--- src/rtl/cache_pkg.sv ---
// Shared widths, mode encodings, FSM states and way-mask helpers for the
// cache lookup controller.
package cache_pkg;

    localparam int WIDTH = 32;
    localparam int WAYS  = 8;
    localparam int TAG_W = 19;
    localparam int IDX_W = 12;
    localparam int WAY_W = 3;

    typedef enum logic [1:0] {
        MODE_DM   = 2'b00,
        MODE_2WAY = 2'b01,
        MODE_4WAY = 2'b10,
        MODE_8WAY = 2'b11
    } mode_e;

    typedef enum logic [2:0] {
        IDLE,
        LOOKUP,
        COMPARE,
        MEM_REQ,
        MEM_WAIT,
        TAG_WR,
        RESP
    } state_e;

    function automatic logic [WAYS-1:0] way_mask(input logic [1:0] mode);
        case (mode)
            MODE_DM:   return 8'h01;
            MODE_2WAY: return 8'h03;
            MODE_4WAY: return 8'h0F;
            default:   return 8'hFF;
        endcase
    endfunction

    // Mask applied to the round-robin pointer: enabled way count minus one.
    function automatic logic [WAY_W-1:0] ptr_mask(input logic [1:0] mode);
        return {&mode, mode[1], |mode};
    endfunction

endpackage

--- src/rtl/cache_lookup_ctrl_if.sv ---
// CPU, tag RAM and refill-port signals of the lookup controller.
// master = the controller, slave = the CPU/tag RAM/memory environment.
interface cache_lookup_ctrl_if;
    import cache_pkg::*;

    logic [1:0]            mode;
    logic                  cpu_req_valid;
    logic                  cpu_req_ready;
    logic [WIDTH-1:0]      cpu_addr;
    logic                  cpu_resp_valid;
    logic                  cpu_resp_hit;
    logic [WAY_W-1:0]      cpu_resp_way;
    logic                  tag_rd_en;
    logic [IDX_W-1:0]      tag_rd_index;
    logic [WAYS*TAG_W-1:0] tag_rd_tag;
    logic [WAYS-1:0]       tag_rd_vld;
    logic                  tag_wr_en;
    logic [WAY_W-1:0]      tag_wr_way;
    logic [IDX_W-1:0]      tag_wr_index;
    logic [TAG_W-1:0]      tag_wr_tag;
    logic                  mem_req_valid;
    logic                  mem_req_ready;
    logic [WIDTH-1:0]      mem_req_addr;
    logic                  mem_rsp_valid;

    modport master (
        input  mode, cpu_req_valid, cpu_addr, tag_rd_tag, tag_rd_vld,
               mem_req_ready, mem_rsp_valid,
        output cpu_req_ready, cpu_resp_valid, cpu_resp_hit, cpu_resp_way,
               tag_rd_en, tag_rd_index, tag_wr_en, tag_wr_way, tag_wr_index,
               tag_wr_tag, mem_req_valid, mem_req_addr
    );

    modport slave (
        output mode, cpu_req_valid, cpu_addr, tag_rd_tag, tag_rd_vld,
               mem_req_ready, mem_rsp_valid,
        input  cpu_req_ready, cpu_resp_valid, cpu_resp_hit, cpu_resp_way,
               tag_rd_en, tag_rd_index, tag_wr_en, tag_wr_way, tag_wr_index,
               tag_wr_tag, mem_req_valid, mem_req_addr
    );

endinterface

--- src/rtl/cache_addr_decode.sv ---
// Combinational split of a line address into tag RAM index, stored tag and
// enabled-way mask for the selected associativity.
module cache_addr_decode
    import cache_pkg::*;
(
    input  logic [1:0]       mode,
    input  logic [WIDTH-1:4] line_addr,
    output logic [IDX_W-1:0] index,
    output logic [TAG_W-1:0] tag,
    output logic [WAYS-1:0]  ways
);

    // Each doubling of associativity moves one index bit into the tag.
    always_comb begin
        index = '0;
        tag   = '0;
        case (mode)
            MODE_DM: begin
                index = line_addr[15:4];
                tag   = {3'b0, line_addr[31:16]};
            end
            MODE_2WAY: begin
                index = {1'b0, line_addr[14:4]};
                tag   = {2'b0, line_addr[31:15]};
            end
            MODE_4WAY: begin
                index = {2'b0, line_addr[13:4]};
                tag   = {1'b0, line_addr[31:14]};
            end
            default: begin
                index = {3'b0, line_addr[12:4]};
                tag   = line_addr[31:13];
            end
        endcase
    end

    assign ways = way_mask(mode);

endmodule

--- src/rtl/cache_lookup_ctrl.sv ---
// Sequences a single CPU access through tag read, way compare, victim choice,
// line refill and tag write-back. One access in flight at a time.
module cache_lookup_ctrl
    import cache_pkg::*;
(
    input  logic                clk,
    input  logic                reset,
    cache_lookup_ctrl_if.master bus
);

    state_e           state, state_next;
    logic [WIDTH-1:4] line_q;
    logic [1:0]       mode_q;
    logic [WAY_W-1:0] rr_ptr;
    logic [WAY_W-1:0] victim_q;
    logic             from_rr_q;
    logic             resp_hit_q;
    logic [WAY_W-1:0] resp_way_q;

    logic [IDX_W-1:0] index;
    logic [TAG_W-1:0] tag;
    logic [WAYS-1:0]  ways;

    logic             hit;
    logic [WAY_W-1:0] hit_way;
    logic [WAY_W-1:0] victim_way;
    logic             victim_from_rr;
    logic             unused_offset;

    assign unused_offset = ^bus.cpu_addr[3:0];

    cache_addr_decode u_decode (
        .mode      (mode_q),
        .line_addr (line_q),
        .index     (index),
        .tag       (tag),
        .ways      (ways)
    );

    // Scanning downwards lets the lowest-numbered hit / invalid way win.
    always_comb begin
        hit            = 1'b0;
        hit_way        = '0;
        victim_way     = rr_ptr & ptr_mask(mode_q);
        victim_from_rr = 1'b1;
        for (int w = WAYS - 1; w >= 0; w--) begin
            if (ways[w] && bus.tag_rd_vld[w] &&
                bus.tag_rd_tag[w*TAG_W +: TAG_W] == tag) begin
                hit     = 1'b1;
                hit_way = WAY_W'(w);
            end
            if (ways[w] && !bus.tag_rd_vld[w]) begin
                victim_way     = WAY_W'(w);
                victim_from_rr = 1'b0;
            end
        end
    end

    always_ff @(posedge clk) begin
        if (!reset) begin
            state <= IDLE;
        end else begin
            state <= state_next;
        end
    end

    always_comb begin
        state_next         = state;
        bus.cpu_req_ready  = 1'b0;
        bus.tag_rd_en      = 1'b0;
        bus.tag_wr_en      = 1'b0;
        bus.mem_req_valid  = 1'b0;
        bus.cpu_resp_valid = 1'b0;
        unique case (state)
            IDLE: begin
                bus.cpu_req_ready = 1'b1;
                if (bus.cpu_req_valid) state_next = LOOKUP;
            end
            LOOKUP: begin
                bus.tag_rd_en = 1'b1;
                state_next    = COMPARE;
            end
            COMPARE: begin
                state_next = hit ? RESP : MEM_REQ;
            end
            MEM_REQ: begin
                bus.mem_req_valid = 1'b1;
                if (bus.mem_req_ready) state_next = MEM_WAIT;
            end
            MEM_WAIT: begin
                if (bus.mem_rsp_valid) state_next = TAG_WR;
            end
            TAG_WR: begin
                bus.tag_wr_en = 1'b1;
                state_next    = RESP;
            end
            RESP: begin
                bus.cpu_resp_valid = 1'b1;
                state_next         = IDLE;
            end
            default: state_next = IDLE;
        endcase
    end

    // Response fields change only on the edge into RESP, so they hold between responses.
    always_ff @(posedge clk) begin
        if (!reset) begin
            line_q     <= '0;
            mode_q     <= '0;
            rr_ptr     <= '0;
            victim_q   <= '0;
            from_rr_q  <= 1'b0;
            resp_hit_q <= 1'b0;
            resp_way_q <= '0;
        end else begin
            case (state)
                IDLE: begin
                    if (bus.cpu_req_valid) begin
                        line_q <= bus.cpu_addr[WIDTH-1:4];
                        mode_q <= bus.mode;
                    end
                end
                COMPARE: begin
                    if (hit) begin
                        resp_hit_q <= 1'b1;
                        resp_way_q <= hit_way;
                    end else begin
                        victim_q  <= victim_way;
                        from_rr_q <= victim_from_rr;
                    end
                end
                TAG_WR: begin
                    resp_hit_q <= 1'b0;
                    resp_way_q <= victim_q;
                    if (from_rr_q) rr_ptr <= (rr_ptr + 3'd1) & ptr_mask(mode_q);
                end
                default: ;
            endcase
        end
    end

    assign bus.cpu_resp_hit = resp_hit_q;
    assign bus.cpu_resp_way = resp_way_q;
    assign bus.tag_rd_index = index;
    assign bus.tag_wr_index = index;
    assign bus.tag_wr_tag   = tag;
    assign bus.tag_wr_way   = victim_q;
    assign bus.mem_req_addr = {line_q, 4'b0};

endmodule

--- src/flat_wrapper.sv ---
// flat-port wrapper written by rule: the top's interface ports become plain ports
module cache_lookup_ctrl_flat import cache_pkg::*;
  (clk, reset, bus_mode, bus_cpu_req_valid, bus_cpu_addr, bus_tag_rd_tag, bus_tag_rd_vld, bus_mem_req_ready, bus_mem_rsp_valid, bus_cpu_req_ready, bus_cpu_resp_valid, bus_cpu_resp_hit, bus_cpu_resp_way, bus_tag_rd_en, bus_tag_rd_index, bus_tag_wr_en, bus_tag_wr_way, bus_tag_wr_index, bus_tag_wr_tag, bus_mem_req_valid, bus_mem_req_addr);
  cache_lookup_ctrl_if bus_i ();
  input  logic clk;
  input  logic reset;
  input wire logic [$bits(bus_i.mode)-1:0] bus_mode;
  input wire logic [$bits(bus_i.cpu_req_valid)-1:0] bus_cpu_req_valid;
  input wire logic [$bits(bus_i.cpu_addr)-1:0] bus_cpu_addr;
  input wire logic [$bits(bus_i.tag_rd_tag)-1:0] bus_tag_rd_tag;
  input wire logic [$bits(bus_i.tag_rd_vld)-1:0] bus_tag_rd_vld;
  input wire logic [$bits(bus_i.mem_req_ready)-1:0] bus_mem_req_ready;
  input wire logic [$bits(bus_i.mem_rsp_valid)-1:0] bus_mem_rsp_valid;
  output wire logic [$bits(bus_i.cpu_req_ready)-1:0] bus_cpu_req_ready;
  output wire logic [$bits(bus_i.cpu_resp_valid)-1:0] bus_cpu_resp_valid;
  output wire logic [$bits(bus_i.cpu_resp_hit)-1:0] bus_cpu_resp_hit;
  output wire logic [$bits(bus_i.cpu_resp_way)-1:0] bus_cpu_resp_way;
  output wire logic [$bits(bus_i.tag_rd_en)-1:0] bus_tag_rd_en;
  output wire logic [$bits(bus_i.tag_rd_index)-1:0] bus_tag_rd_index;
  output wire logic [$bits(bus_i.tag_wr_en)-1:0] bus_tag_wr_en;
  output wire logic [$bits(bus_i.tag_wr_way)-1:0] bus_tag_wr_way;
  output wire logic [$bits(bus_i.tag_wr_index)-1:0] bus_tag_wr_index;
  output wire logic [$bits(bus_i.tag_wr_tag)-1:0] bus_tag_wr_tag;
  output wire logic [$bits(bus_i.mem_req_valid)-1:0] bus_mem_req_valid;
  output wire logic [$bits(bus_i.mem_req_addr)-1:0] bus_mem_req_addr;
  assign bus_i.mode = bus_mode;
  assign bus_i.cpu_req_valid = bus_cpu_req_valid;
  assign bus_i.cpu_addr = bus_cpu_addr;
  assign bus_i.tag_rd_tag = bus_tag_rd_tag;
  assign bus_i.tag_rd_vld = bus_tag_rd_vld;
  assign bus_i.mem_req_ready = bus_mem_req_ready;
  assign bus_i.mem_rsp_valid = bus_mem_rsp_valid;
  assign bus_cpu_req_ready = bus_i.cpu_req_ready;
  assign bus_cpu_resp_valid = bus_i.cpu_resp_valid;
  assign bus_cpu_resp_hit = bus_i.cpu_resp_hit;
  assign bus_cpu_resp_way = bus_i.cpu_resp_way;
  assign bus_tag_rd_en = bus_i.tag_rd_en;
  assign bus_tag_rd_index = bus_i.tag_rd_index;
  assign bus_tag_wr_en = bus_i.tag_wr_en;
  assign bus_tag_wr_way = bus_i.tag_wr_way;
  assign bus_tag_wr_index = bus_i.tag_wr_index;
  assign bus_tag_wr_tag = bus_i.tag_wr_tag;
  assign bus_mem_req_valid = bus_i.mem_req_valid;
  assign bus_mem_req_addr = bus_i.mem_req_addr;
  cache_lookup_ctrl u_core (.clk(clk), .reset(reset), .bus(bus_i));
endmodule
--- config.mk ---
export PLATFORM = sky130hd
export DESIGN_NAME = cache_lookup_ctrl_flat
export DESIGN_NICKNAME = d
export VERILOG_FILES = /design/src/rtl/cache_pkg.sv /design/src/rtl/cache_lookup_ctrl_if.sv /design/src/rtl/cache_addr_decode.sv /design/src/rtl/cache_lookup_ctrl.sv /design/src/flat_wrapper.sv
export SDC_FILE = /design/constraint.sdc
export NUM_CORES = 1
export LEC_CHECK = 0
export CORE_MARGIN = 1.5
export CORE_UTILIZATION = 45
export DETAILED_ROUTE_END_ITERATION = 7
export GPL_ROUTABILITY_DRIVEN = 0
export PLACE_DENSITY = 0.88
export SYNTH_ARGS = -nofsm -noshare
export SYNTH_HDL_FRONTEND = slang
export SYNTH_SLANG_ARGS = --single-unit
export TNS_END_PERCENT = 5
--- constraint.sdc ---
create_clock -name clk -period 8.2 [get_ports clk]
set_input_delay 1.23 -clock clk [delete_from_list [all_inputs] [get_ports clk]]
set_output_delay 1.23 -clock clk [all_outputs]
set_load 0.01 [all_outputs]
Yosys cells after proc, flatten, opt, wreduce, memory -nomap -nowiden
Cells that the tools add are included.
Storage, ports and cells
  register bits after elaboration: 44
  output and inout bits: 87
  logic and storage cells: 123
Cells by class
  $add $sub $neg: 1
  equality and inequality tests: 20
  muxes and demuxes: 49
  bitwise operators: 3
  reduce and logical (&&, ||, !) cells: 42
Operators with widths (count)
  $eq A19 B19 Y1: 8
  $mux W3: 21
  $pmux W19 S3: 1
  $pmux W12 S3: 1
  $logic_and A1 B1 Y1: 24
  $pmux W8 S3: 1
  $mux W1: 22
  $pmux W3 S6: 1
  $reduce_and A2 Y1: 5
  $eq A3 B3 Y1 const B: 3
  $logic_not A1 Y1: 8
  $and A3 B3 Y3: 2
  $eq A3 B2 Y1 const B: 2
  $ne A2 B2 Y1 const B: 3
  $pmux W3 S2: 1
  $add A3 B1 Y3 const B: 1
  $eq A3 B1 Y1 const B: 1
  $logic_not A3 Y1: 1
  $reduce_and A3 Y1: 1
  $eq A2 B1 Y1 const B: 1
  $eq A2 B2 Y1 const B: 1
  $logic_not A2 Y1: 1
  $ne A2 B1 Y1 const B: 1
  $pmux W1 S2: 1
  other kinds (3): 3

Logic depth before layout (Yosys ltp)
Gate-level depths: netlist of run 1.
  depth in word-level cells: 14
  gate-level depth with buffers: 15
  mapped depth without buffers: 9

Hierarchy
A second synthesis of run 1 with hierarchy kept.
Unflattened totals
  cells, all modules: 568
  area total of the unflattened synthesis: 4620.7 um^2
By module, submodules not included
  cache_lookup_ctrl: instances 1, cells each 516, area an instance 4026.4 um^2, seq. area each 880.8 um^2
  cache_addr_decode: instances 1, cells each 52, area an instance 594.3 um^2, seq. area each 0.0 um^2

Worst setup path after synthesis of run 1
Ideal clock, no wire load.
  path kind: input to register
  start point: in bus_tag_rd_tag[72]
  end point: reg u_core.state[0]
  data arrival time: 3.071 ns
  path slack: 5.008 ns
  stages on the path: 9
  cell sequence: inv_1 a221oi_1 a21oi_1 or4_1 or4_1 nand4_1 nor3_2 a211oi_1 nor2_1
Between the ends
  longest elaborated chain between the ends: 8
Ends and longest elaborated chain
  start, declared: RTL line flat_wrapper.sv:10  | input wire logic [$bits(bus_i.tag_rd_tag)-1:0] bus_tag_rd_tag;
  $eq A19 B19 Y1: RTL line cache_lookup_ctrl.sv:48  | bus.tag_rd_tag[w*TAG_W +: TAG_W] == tag) begin
  $logic_and A1 B1 Y1: RTL line cache_lookup_ctrl.sv:47  | if (ways[w] && bus.tag_rd_vld[w] &&
  $mux W1 (4 in a row): RTL line cache_lookup_ctrl.sv:47
  $mux W3: RTL line cache_lookup_ctrl.sv:84  | state_next = hit ? RESP : MEM_REQ;
  $pmux W3 S6: RTL line cache_lookup_ctrl.sv:74  | unique case (state)
  end signal, assigned: RTL line cache_lookup_ctrl.sv:63  | state <= state_next;
  end, declared: RTL line cache_lookup_ctrl.sv:11  | state_e state, state_next;
No other way between the ends.
A chain may end at the register's enable or synchronous reset.

Worst setup path after layout of run 1
  start point: reg u_core.mode_q[1]
  end point: out bus_tag_wr_tag[15]
Between the ends
  longest elaborated chain between the ends: 2
  elaborated cells between the ends (all ways): 4
Ends and longest elaborated chain
  start, declared: RTL line cache_lookup_ctrl.sv:13  | logic [1:0] mode_q;
  start signal, assigned: RTL line cache_lookup_ctrl.sv:120  | mode_q <= bus.mode;
  $eq A2 B2 Y1 (tied with other cells): RTL line cache_addr_decode.sv:17  | case (mode)
  $pmux W19 S3 (*): RTL line cache_addr_decode.sv:17
  end, declared: RTL line flat_wrapper.sv:23  | output wire logic [$bits(bus_i.tag_wr_tag)-1:0] bus_tag_wr_tag;
Every way passes the cells marked *; elsewhere a longest branch is shown, timed or not.

==> impl_results.rst, run 1 <==
.. list-table::
   :header-rows: 1

   * - Metric
     - Value
   * - Status
     - finished, final reports clean
   * - Cell types with the largest area share after synthesis
     - sky130_fd_sc_hd__dfxtp_1 15%, sky130_fd_sc_hd__xnor2_1 14%, sky130_fd_sc_hd__xor2_1 7.1%
   * - Number of sinks handled by clock tree synthesis
     - 44
   * - Die height
     - 116 um
   * - Setup Fix Bufs, Post-CTS
     - 0
   * - Number of different library cells in the post-synthesis netlist
     - 77
   * - Clock tree from TritonCTS
     - done
   * - Power density over the cells
     - 127 nW/um^2
   * - Element type at the critical path start
     - flip-flop
   * - Min-Delay Endpoint
     - u_core.bus.tag_wr_way[1]
   * - Final Slew Violations
     - 0
   * - Buffer depth of the longest clock path
     - 2
   * - Switching Share
     - 37.6%
   * - Number of remaining DRC errors
     - 0
   * - Via count
     - 6599
   * - Remaining global-route overflow
     - 0
   * - Reg2reg setup slack
     - 3.74 ns
   * - Max incr delay on CP
     - 0.66 ns
   * - Mapped Area
     - 5770 um^2
   * - Detailed Routing Iterations Pass 1
     - 5
   * - Most common cell after layout, fill and taps aside
     - sky130_fd_sc_hd__clkdlybuf4s50_1
   * - Final-report setup violation count
     - 0
   * - Aggregate negative setup slack
     - 0 ns
   * - Max transition margin
     - 29.3%
   * - Number of global-route vias before repair
     - 6413
   * - Buffers and inverters on the worst path
     - 2
   * - Maximum ir drop on the vdd rail
     - 99.9 uV
   * - Worst r2r dst
     - u_core.state[0]
   * - Number of clock buffers inserted by TritonCTS
     - 5
   * - Signed area change from the synthesized netlist to the final layout
     - 46.7%
   * - Area of placed instances
     - 8280 um^2
   * - Setup CP Type
     - reg2out
   * - Cell area after layout
     - 8460 um^2
   * - Number of cells on the worst reg-to-reg path
     - 10
   * - Crit path max fanout
     - 43
   * - Share of total power in combinational logic
     - 51.7%
   * - Sequential element share of the synthesized area
     - 15.3%
   * - Drt initial violations
     - 518
   * - Kind of cell adding the most delay to the critical path
     - buffers and inverters
   * - Hold_sp
     - u_core.bus.tag_wr_way[1]
   * - Largest net degree at the start of global routing
     - 55
   * - Number of antenna violations at the first check in global routing
     - 0
   * - Die boundary width
     - 116 um
   * - Final Net Count
     - 1141
   * - Overall track demand over capacity in global routing
     - 33.4%
   * - Ys async rst share
     - 0%
   * - Count of max-cap constraint violations
     - 0
   * - Yosys warns
     - 0
   * - RSZ-0062 raised after global routing
     - no
   * - Slew @ Worst Pin
     - 1.06 ns
   * - IO Port Bufs
     - 277
   * - Path class of the lowest-slack min-delay path
     - reg2reg
   * - Placed instance count
     - 1106
   * - CP Capture Type
     - output pin
   * - Per-cell via count in the routed design
     - 5.92
   * - P_int
     - 0.000673 W
   * - Post-DR wirelength/cell
     - 21.1 um
   * - CTS Root Buffer Type
     - sky130_fd_sc_hd__clkbuf_16
   * - Number of cells traversed by the worst hold path
     - 2
   * - Instance count of the mapped netlist
     - 731
   * - Mean instance size in the synthesized netlist
     - 7.89 um^2
   * - Final antenna-violating net count
     - 0
   * - Most frequently used flop master after synthesis
     - sky130_fd_sc_hd__dfxtp_1
   * - Total leakage power
     - 2.89 nW
   * - Final Routed Wirelength
     - 23500 um
   * - Arrival time at the worst endpoint
     - 3.24 ns
   * - Post-synth EDFFs
     - 0
   * - Shortest period the worst path allows
     - 4.47 ns
   * - Total of hold buffers inserted after clock tree synthesis
     - 0
   * - Clock-pin transition on the worst setup and hold timing paths
     - 0.07 ns
   * - Switching power
     - 0.000405 W
   * - Worst flop-to-flop path startpoint
     - u_core.mode_q[0]
   * - Row Count
     - 41
   * - Insertion delay of the later-clocked pin in the worst-skew pair
     - 0.28 ns
   * - Final period util
     - 54.5%
   * - Worst path setup slack after routing
     - 3.73 ns
   * - Crit path required time
     - 6.97 ns
   * - HPWL after DPL
     - 18100 um
   * - Max Clock Freq
     - 0.224 GHz
   * - Number of resized instances in the post-cts repair step
     - 0
   * - Sequential group share of total power
     - 26.1%
   * - Number of hold violations in the final report
     - 0
   * - Share of final-layout standard cells stronger than drive strength 1
     - 4.56%
   * - Final Total Pwr
     - 0.00108 W
   * - Wire length of the first global-routing pass
     - 34200 um
   * - Final antenna diode count
     - 0
   * - DP Worst Slack
     - 3.85 ns
   * - Area share of the largest cell type after synthesis
     - 15.3%
   * - Core ar.
     - 12600 um^2
   * - Top-level port count
     - 286
   * - Count of placed standard cells in the final layout, fillers left out
     - 1114
   * - CTS HTree Levels
     - 2
   * - Post-route clock skew
     - 0.00705 ns
   * - Number of storage elements in the synthesis netlist
     - 44
   * - Critical-path top delay cell
     - sky130_fd_sc_hd__mux2i_2
   * - Clock network fraction of total power
     - 22.2%
   * - Critical path cell sequence
     - buf_4 -> mux2i_1 -> mux2i_2 -> clkdlybuf4s50_1
   * - Floorplan die area
     - 13500 um^2
   * - Initial core utilization
     - 45.9%
   * - Commonest cells after routing, fill and taps aside
     - 277 x sky130_fd_sc_hd__clkdlybuf4s50_1, 105 x sky130_fd_sc_hd__nand2_1, 91 x sky130_fd_sc_hd__xnor2_1, 47 x sky130_fd_sc_hd__xor2_1, 42 x sky130_fd_sc_hd__dfxtp_1
   * - Leading area contributor after synthesis
     - sky130_fd_sc_hd__dfxtp_1
[worst max-delay path by stage]
| stage | slack, ns | startpoint | cells after the start | end |
|---|---|---|---|---|
| final | 3.73 | u_core.mode_q[1] | 4 | bus_tag_wr_tag[15] |
| after CTS | 3.79 | u_core.mode_q[1] | 4 | bus_tag_wr_tag[15] |
| after global routing | 3.62 | u_core.mode_q[0] | 10 | u_core.state[0] |
| after global placement | 3.91 | u_core.mode_q[0] | 10 | u_core.state[0] |
| after detailed placement | 3.85 | u_core.mode_q[0] | 10 | u_core.state[0] |
| after floorplan | 5.01 | bus_tag_rd_tag[72] | 9 | u_core.state[0] |
[metrics by stage]
stage | utilization [%] | hold WS (ns)
floorplan | - | 0.448
global placement | 65.9 | 0.463
detailed placement | 65.9 | 0.468
CTS | 67.3 | 0.481
global route | 67.3 | 0.517
finish | 67.3 | 0.482
[cell families (layout without fill, tap and decap cells)]
group | after synthesis | count (layout) | share of synthesized area [%]
compound gates | 142 | 142 | 17.7
other cells | 1 | 4 | 0.0650
mux | 50 | 50 | 13.2
flops | 44 | 44 | 15.3
buf+inv | 96 | 304 | 9.93
xor+xnor | 138 | 138 | 21.0
fa+ha+maj | 1 | 1 | 0.217
simple gates | 259 | 259 | 22.6
[cells in the mapped netlist, types with 3 or more instances]
library cell	count
sky130_fd_sc_hd__mux4_2	8
sky130_fd_sc_hd__nand2b_1	9
sky130_fd_sc_hd__xnor2_1	91
sky130_fd_sc_hd__o22ai_1	9
sky130_fd_sc_hd__a21oi_1	17
sky130_fd_sc_hd__o211ai_1	5
sky130_fd_sc_hd__and2_1	9
sky130_fd_sc_hd__mux2i_2	3
sky130_fd_sc_hd__mux2_2	7
sky130_fd_sc_hd__a2111oi_0	5
sky130_fd_sc_hd__nand2_1	105
sky130_fd_sc_hd__nand3b_1	7
sky130_fd_sc_hd__a211oi_1	6
sky130_fd_sc_hd__xor2_1	47
sky130_fd_sc_hd__o21ai_0	19
sky130_fd_sc_hd__inv_1	14
sky130_fd_sc_hd__nor2_1	24
sky130_fd_sc_hd__a21boi_0	31
sky130_fd_sc_hd__buf_6	6
sky130_fd_sc_hd__mux2i_1	23
sky130_fd_sc_hd__buf_4	34
sky130_fd_sc_hd__or4_1	8
sky130_fd_sc_hd__nor2b_1	16
sky130_fd_sc_hd__nand3_1	21
sky130_fd_sc_hd__buf_2	18
sky130_fd_sc_hd__o221ai_1	6
sky130_fd_sc_hd__mux4_1	7
sky130_fd_sc_hd__clkbuf_1	20
sky130_fd_sc_hd__o2111ai_1	10
sky130_fd_sc_hd__nand4_1	18
sky130_fd_sc_hd__o2bb2ai_1	4
sky130_fd_sc_hd__dfxtp_1	44
sky130_fd_sc_hd__nor4_1	8
sky130_fd_sc_hd__or3_1	3
sky130_fd_sc_hd__and3_1	6
sky130_fd_sc_hd__nor3_1	12
[worst min-delay path, cell delays in order (launching register included)]
cell                      delay (ns)
sky130_fd_sc_hd__dfxtp_1        0.33
sky130_fd_sc_hd__nand2_1        0.06
sky130_fd_sc_hd__o21ai_1        0.05
[sequential cells by signal, summed over array words and instances, names as in the netlist]
| register | cells |
|---|---|
| u_core.bus.cpu_resp_hit | 1 |
| u_core.rr_ptr | 3 |
| u_core.state | 3 |
| u_core.from_rr_q | 1 |
| u_core.line_q | 28 |
| u_core.mode_q | 2 |
| u_core.bus.cpu_resp_way | 3 |
| u_core.bus.tag_wr_way | 3 |
[area by class of cell]
cell class	instances	area (um^2)
Sequential cell	44	883
Clock inverter	2	38.8
Fill cell	1048	4110
Clock buffer	6	139
Timing Repair Buffer	281	2800
Inverter	15	56.3
Tap cell	172	215
Multi-Input combinational cell	594	4330
[metal layers]
metal,vias up,global-route usage (%),share of wire [%]
met1,3016,37.1,36
li1,2983,-,-
met4,0,22.8,6.5
met3,106,9.55,12
met2,494,55.6,46
met5,-,0,0
[power groups by stage]
stage | logic, W | clock network (W) | registers, W
5_1_grt | 0.000593 | 0.000253 | 0.000285
4_1_cts | 0.000552 | 0.000241 | 0.000280
6_report | 0.000557 | 0.000239 | 0.000282
3_3_place_gp | 0.000541 | 0 | 0.000284
3_5_place_dp | 0.000549 | 0 | 0.000285
2_1_floorplan | 0.000333 | 0 | 0.000259
Note: power is estimated with default switching activity, not from simulation.
==> inputs of run 2 (changes only) <==
--- a/config.mk
+++ b/config.mk
@@ -6,10 +6,10 @@
 export NUM_CORES = 1
 export LEC_CHECK = 0
 export CORE_MARGIN = 1.5
-export CORE_UTILIZATION = 45
+export CORE_UTILIZATION = 42
 export DETAILED_ROUTE_END_ITERATION = 7
 export GPL_ROUTABILITY_DRIVEN = 0
-export PLACE_DENSITY = 0.88
+export PLACE_DENSITY = 0.83
 export SYNTH_ARGS = -nofsm -noshare
 export SYNTH_HDL_FRONTEND = slang
 export SYNTH_SLANG_ARGS = --single-unit
==> constraint.sdc (replaced) <==
create_clock -name clk -period 4.6 [get_ports clk]
set_input_delay 0.69 -clock clk [delete_from_list [all_inputs] [get_ports clk]]
set_output_delay 0.69 -clock clk [all_outputs]
set_load 0.01 [all_outputs]
==> run 2 against run 1 <==
- global-route usage down 1.2 points
- register-to-register slack worse by 3.0 ns
- setup slack worse by 3.0 ns
- core utilization down 3.5 points
- sequential cell count unchanged
- via count down 0.59%
- routed wire length up 3.0%
- clock skew down 0.00090 ns
- combinational power up 81%
- largest power group unchanged
==> impl_results.rst, run 2 (synthesis results as in run 1) <==
.. list-table::
   :header-rows: 1

   * - Metric
     - Value
   * - Critical-path top delay cell
     - sky130_fd_sc_hd__mux4_1
   * - Final Routed Wirelength
     - 24200 um (+3.0%)
   * - Number of cells on the worst reg-to-reg path
     - 10 (unchanged)
   * - Detailed Routing Iterations Pass 1
     - 8 (+3)
   * - IO Port Bufs
     - 277 (unchanged)
   * - Hold Slack
     - 0.481 ns (-0.00105 ns)
   * - Area of placed instances
     - 8380 um^2 (+1.2%)
   * - Path class of the lowest-slack min-delay path
     - reg2reg
   * - Final-report setup violation count
     - 0 (unchanged)
   * - Number of clock buffers inserted by TritonCTS
     - 5 (unchanged)
   * - Reg2reg setup slack
     - 0.75 ns (-2.99 ns)
   * - Fill cell count
     - 1162 (+11%)
   * - Number of resized instances in the post-cts repair step
     - 0 (unchanged)
   * - Top-level port count
     - 286 (unchanged)
   * - Largest net degree at the start of global routing
     - 31 (-44%)
   * - Max transition margin
     - 29.6% (+0.30 points)
   * - Number of sinks handled by clock tree synthesis
     - 44 (unchanged)
   * - Post-DR wirelength/cell
     - 21.4 um (+1.6%)
   * - Final Slew Violations
     - 0 (unchanged)
   * - Aggregate negative setup slack
     - 0 ns (unchanged)
   * - CP Capture Type
     - flip-flop
   * - Clock tree from TritonCTS
     - done
   * - RSZ-0062 raised after global routing
     - no
   * - Core ar.
     - 13300 um^2 (+6.2%)
   * - Commonest cells after routing, fill and taps aside
     - 277 x sky130_fd_sc_hd__clkdlybuf4s50_1, 105 x sky130_fd_sc_hd__nand2_1, 91 x sky130_fd_sc_hd__xnor2_1, 47 x sky130_fd_sc_hd__xor2_1, 42 x sky130_fd_sc_hd__dfxtp_1
   * - Critical path's most frequent cell
     - sky130_fd_sc_hd__nand4_1
   * - Number of antenna violations at the first check in global routing
     - 1 (+1)
   * - Hold_sp
     - u_core.bus.tag_wr_way[1]
   * - Count of max-cap constraint violations
     - 0 (unchanged)
   * - Worst r2r dst
     - u_core.state[0]
   * - Row Count
     - 42 (+2.4%)
   * - Signed area change from the synthesized netlist to the final layout
     - 47.7%
   * - Max Clock Freq
     - 0.260 GHz
   * - Setup CP Type
     - reg2reg
   * - Maximum ir drop on the vdd rail
     - 158 uV (+58%)
   * - Total of hold buffers inserted after clock tree synthesis
     - 0 (unchanged)
   * - Initial core utilization
     - 43.2% (-2.7 points)
   * - Critical path cell sequence
     - buf_4 -> mux4_1 -> xnor2_1 -> nand2_1 -> nor4_1 -> nand4_1 -> nand4_1 -> nor3_2 -> a211oi_1 -> nor2_1
   * - Register containing the most flip-flops in the final layout
     - u_core.line_q
   * - Number of cells traversed by the worst hold path
     - 2 (unchanged)
   * - Power density over the cells
     - 218 nW/um^2 (+71%)
   * - Floorplan die area
     - 14400 um^2 (+7.0%)
   * - Post-route clock skew
     - 0.00615 ns (-0.000901 ns)
   * - Number of remaining DRC errors
     - 0 (unchanged)
   * - Status
     - finished, final reports clean
   * - DP Worst Slack
     - 0.823 ns (-3.03 ns)
   * - Final antenna-violating net count
     - 0 (unchanged)
   * - Element type at the critical path start
     - flip-flop
   * - Crit path max fanout
     - 20 (-53%)
   * - Cell area after layout
     - 8520 um^2 (+0.70%)
   * - Clock-pin transition on the worst setup and hold timing paths
     - 0.06 ns (about the same)
   * - Shortest period the worst path allows
     - 3.85 ns
   * - Buffer depth of the longest clock path
     - 2 (unchanged)
   * - HPWL after DPL
     - 18600 um (+3.0%)
   * - Final Net Count
     - 1152 (+0.96%)
   * - Worst flop-to-flop path startpoint
     - u_core.mode_q[0]
   * - Slew @ Worst Pin
     - 1.05 ns (-0.00707 ns)
   * - Most common cell after layout, fill and taps aside
     - sky130_fd_sc_hd__clkdlybuf4s50_1
   * - Per-cell via count in the routed design
     - 5.81 (-1.9%)
   * - Share of final-layout standard cells stronger than drive strength 1
     - 5.46% (+0.90 points)
   * - Remaining global-route overflow
     - 0 (unchanged)
   * - Number of hold violations in the final report
     - 0 (unchanged)
   * - Die boundary width
     - 120 um (+3.4%)
   * - Number of flip-flops in the largest register
     - 28 (unchanged)
   * - Worst path setup slack after routing
     - 0.755 ns (-2.98 ns)
   * - Insertion delay of the later-clocked pin in the worst-skew pair
     - 0.29 ns (about the same)
   * - Die height
     - 120 um (+3.4%)
   * - Drt initial violations
     - 670 (+29%)
   * - Number of global-route vias before repair
     - 6212 (-3.1%)
   * - Overall track demand over capacity in global routing
     - 32.2% (-1.2 points)
   * - Arrival time at the worst endpoint
     - 4.02 ns (+0.78 ns)
   * - Total leakage power
     - 2.93 nW (+1.3%)
   * - CTS HTree Levels
     - 2 (unchanged)
   * - CTS Root Buffer Type
     - sky130_fd_sc_hd__clkbuf_16
   * - Max incr delay on CP
     - 0.87 ns (+0.21 ns)
   * - Final period util
     - 83.6%
   * - Min-Delay Endpoint
     - u_core.bus.tag_wr_way[1]
   * - Via count
     - 6560 (-0.59%)
   * - Setup Fix Bufs, Post-CTS
     - 0 (unchanged)
   * - Crit path required time
     - 4.78 ns (-2.19 ns)
   * - Wire length of the first global-routing pass
     - 35300 um (+3.4%)
==> run 2: area by class of cell <==
| cell class | count | area (um^2) | share of cell area [%] |
|---|---|---|---|
| Multi-Input combinational cell | 594 | 4330 | 50.8 |
| Tap cell | 176 | 220 | 2.58 |
| Inverter | 15 | 56.3 | 0.661 |
| Clock inverter | 1 | 5.00 | 0.0587 |
| Antenna cell | 1 | 2.50 | 0.0294 |
| Sequential cell | 44 | 883 | 10.4 |
| Timing Repair Buffer | 292 | 2900 | 34.0 |
| Clock buffer | 6 | 129 | 1.51 |
==> run 2: through the flow <==
stage               total power (W)  utilization, %  instances
floorplan                   0.00106               -        734
global placement            0.00150            62.8       1121
detailed placement          0.00150            62.8       1121
CTS                         0.00185            63.8       1128
global route                0.00195            63.8       1129
finish                      0.00186            63.8       1129
==> run 2: worst max-delay path by stage <==
stage	startpoint	to	slack (ns)	depth (start not counted)
after floorplan	u_core.mode_q[0]	u_core.state[0]	1.68	9
after global placement	u_core.mode_q[0]	u_core.state[0]	0.91	10
after detailed placement	u_core.mode_q[0]	u_core.state[0]	0.82	10
after CTS	u_core.mode_q[0]	u_core.state[0]	0.80	10
after global routing	u_core.mode_q[0]	u_core.state[0]	0.55	10
final	u_core.mode_q[0]	u_core.state[0]	0.75	10
==> run 2: metal layers <==
metal / share of wire [%] / vias up / global-route usage, %
met5: 0 / - / 0
met2: 46 / 459 / 53.3
met4: 6.3 / 0 / 18.6
met1: 37 / 2997 / 37.3
met3: 11 / 89 / 8.96
li1: - / 3015 / -
==> run 2: worst max-delay path, delay by kind of cell (launching register included) <==
family          cells  cell delay (ns)
simple gates        6             1.40
compound gates      1             0.25
flops               1             0.61
buf+inv             1             0.33
xor+xnor            1             0.27
mux                 1             0.87
==> run 2: where the power goes <==
part	switching (W)	internal, W
Clock	0.000147	0.000198
Sequential	0.0000894	0.000412
Combinational	0.000485	0.000527
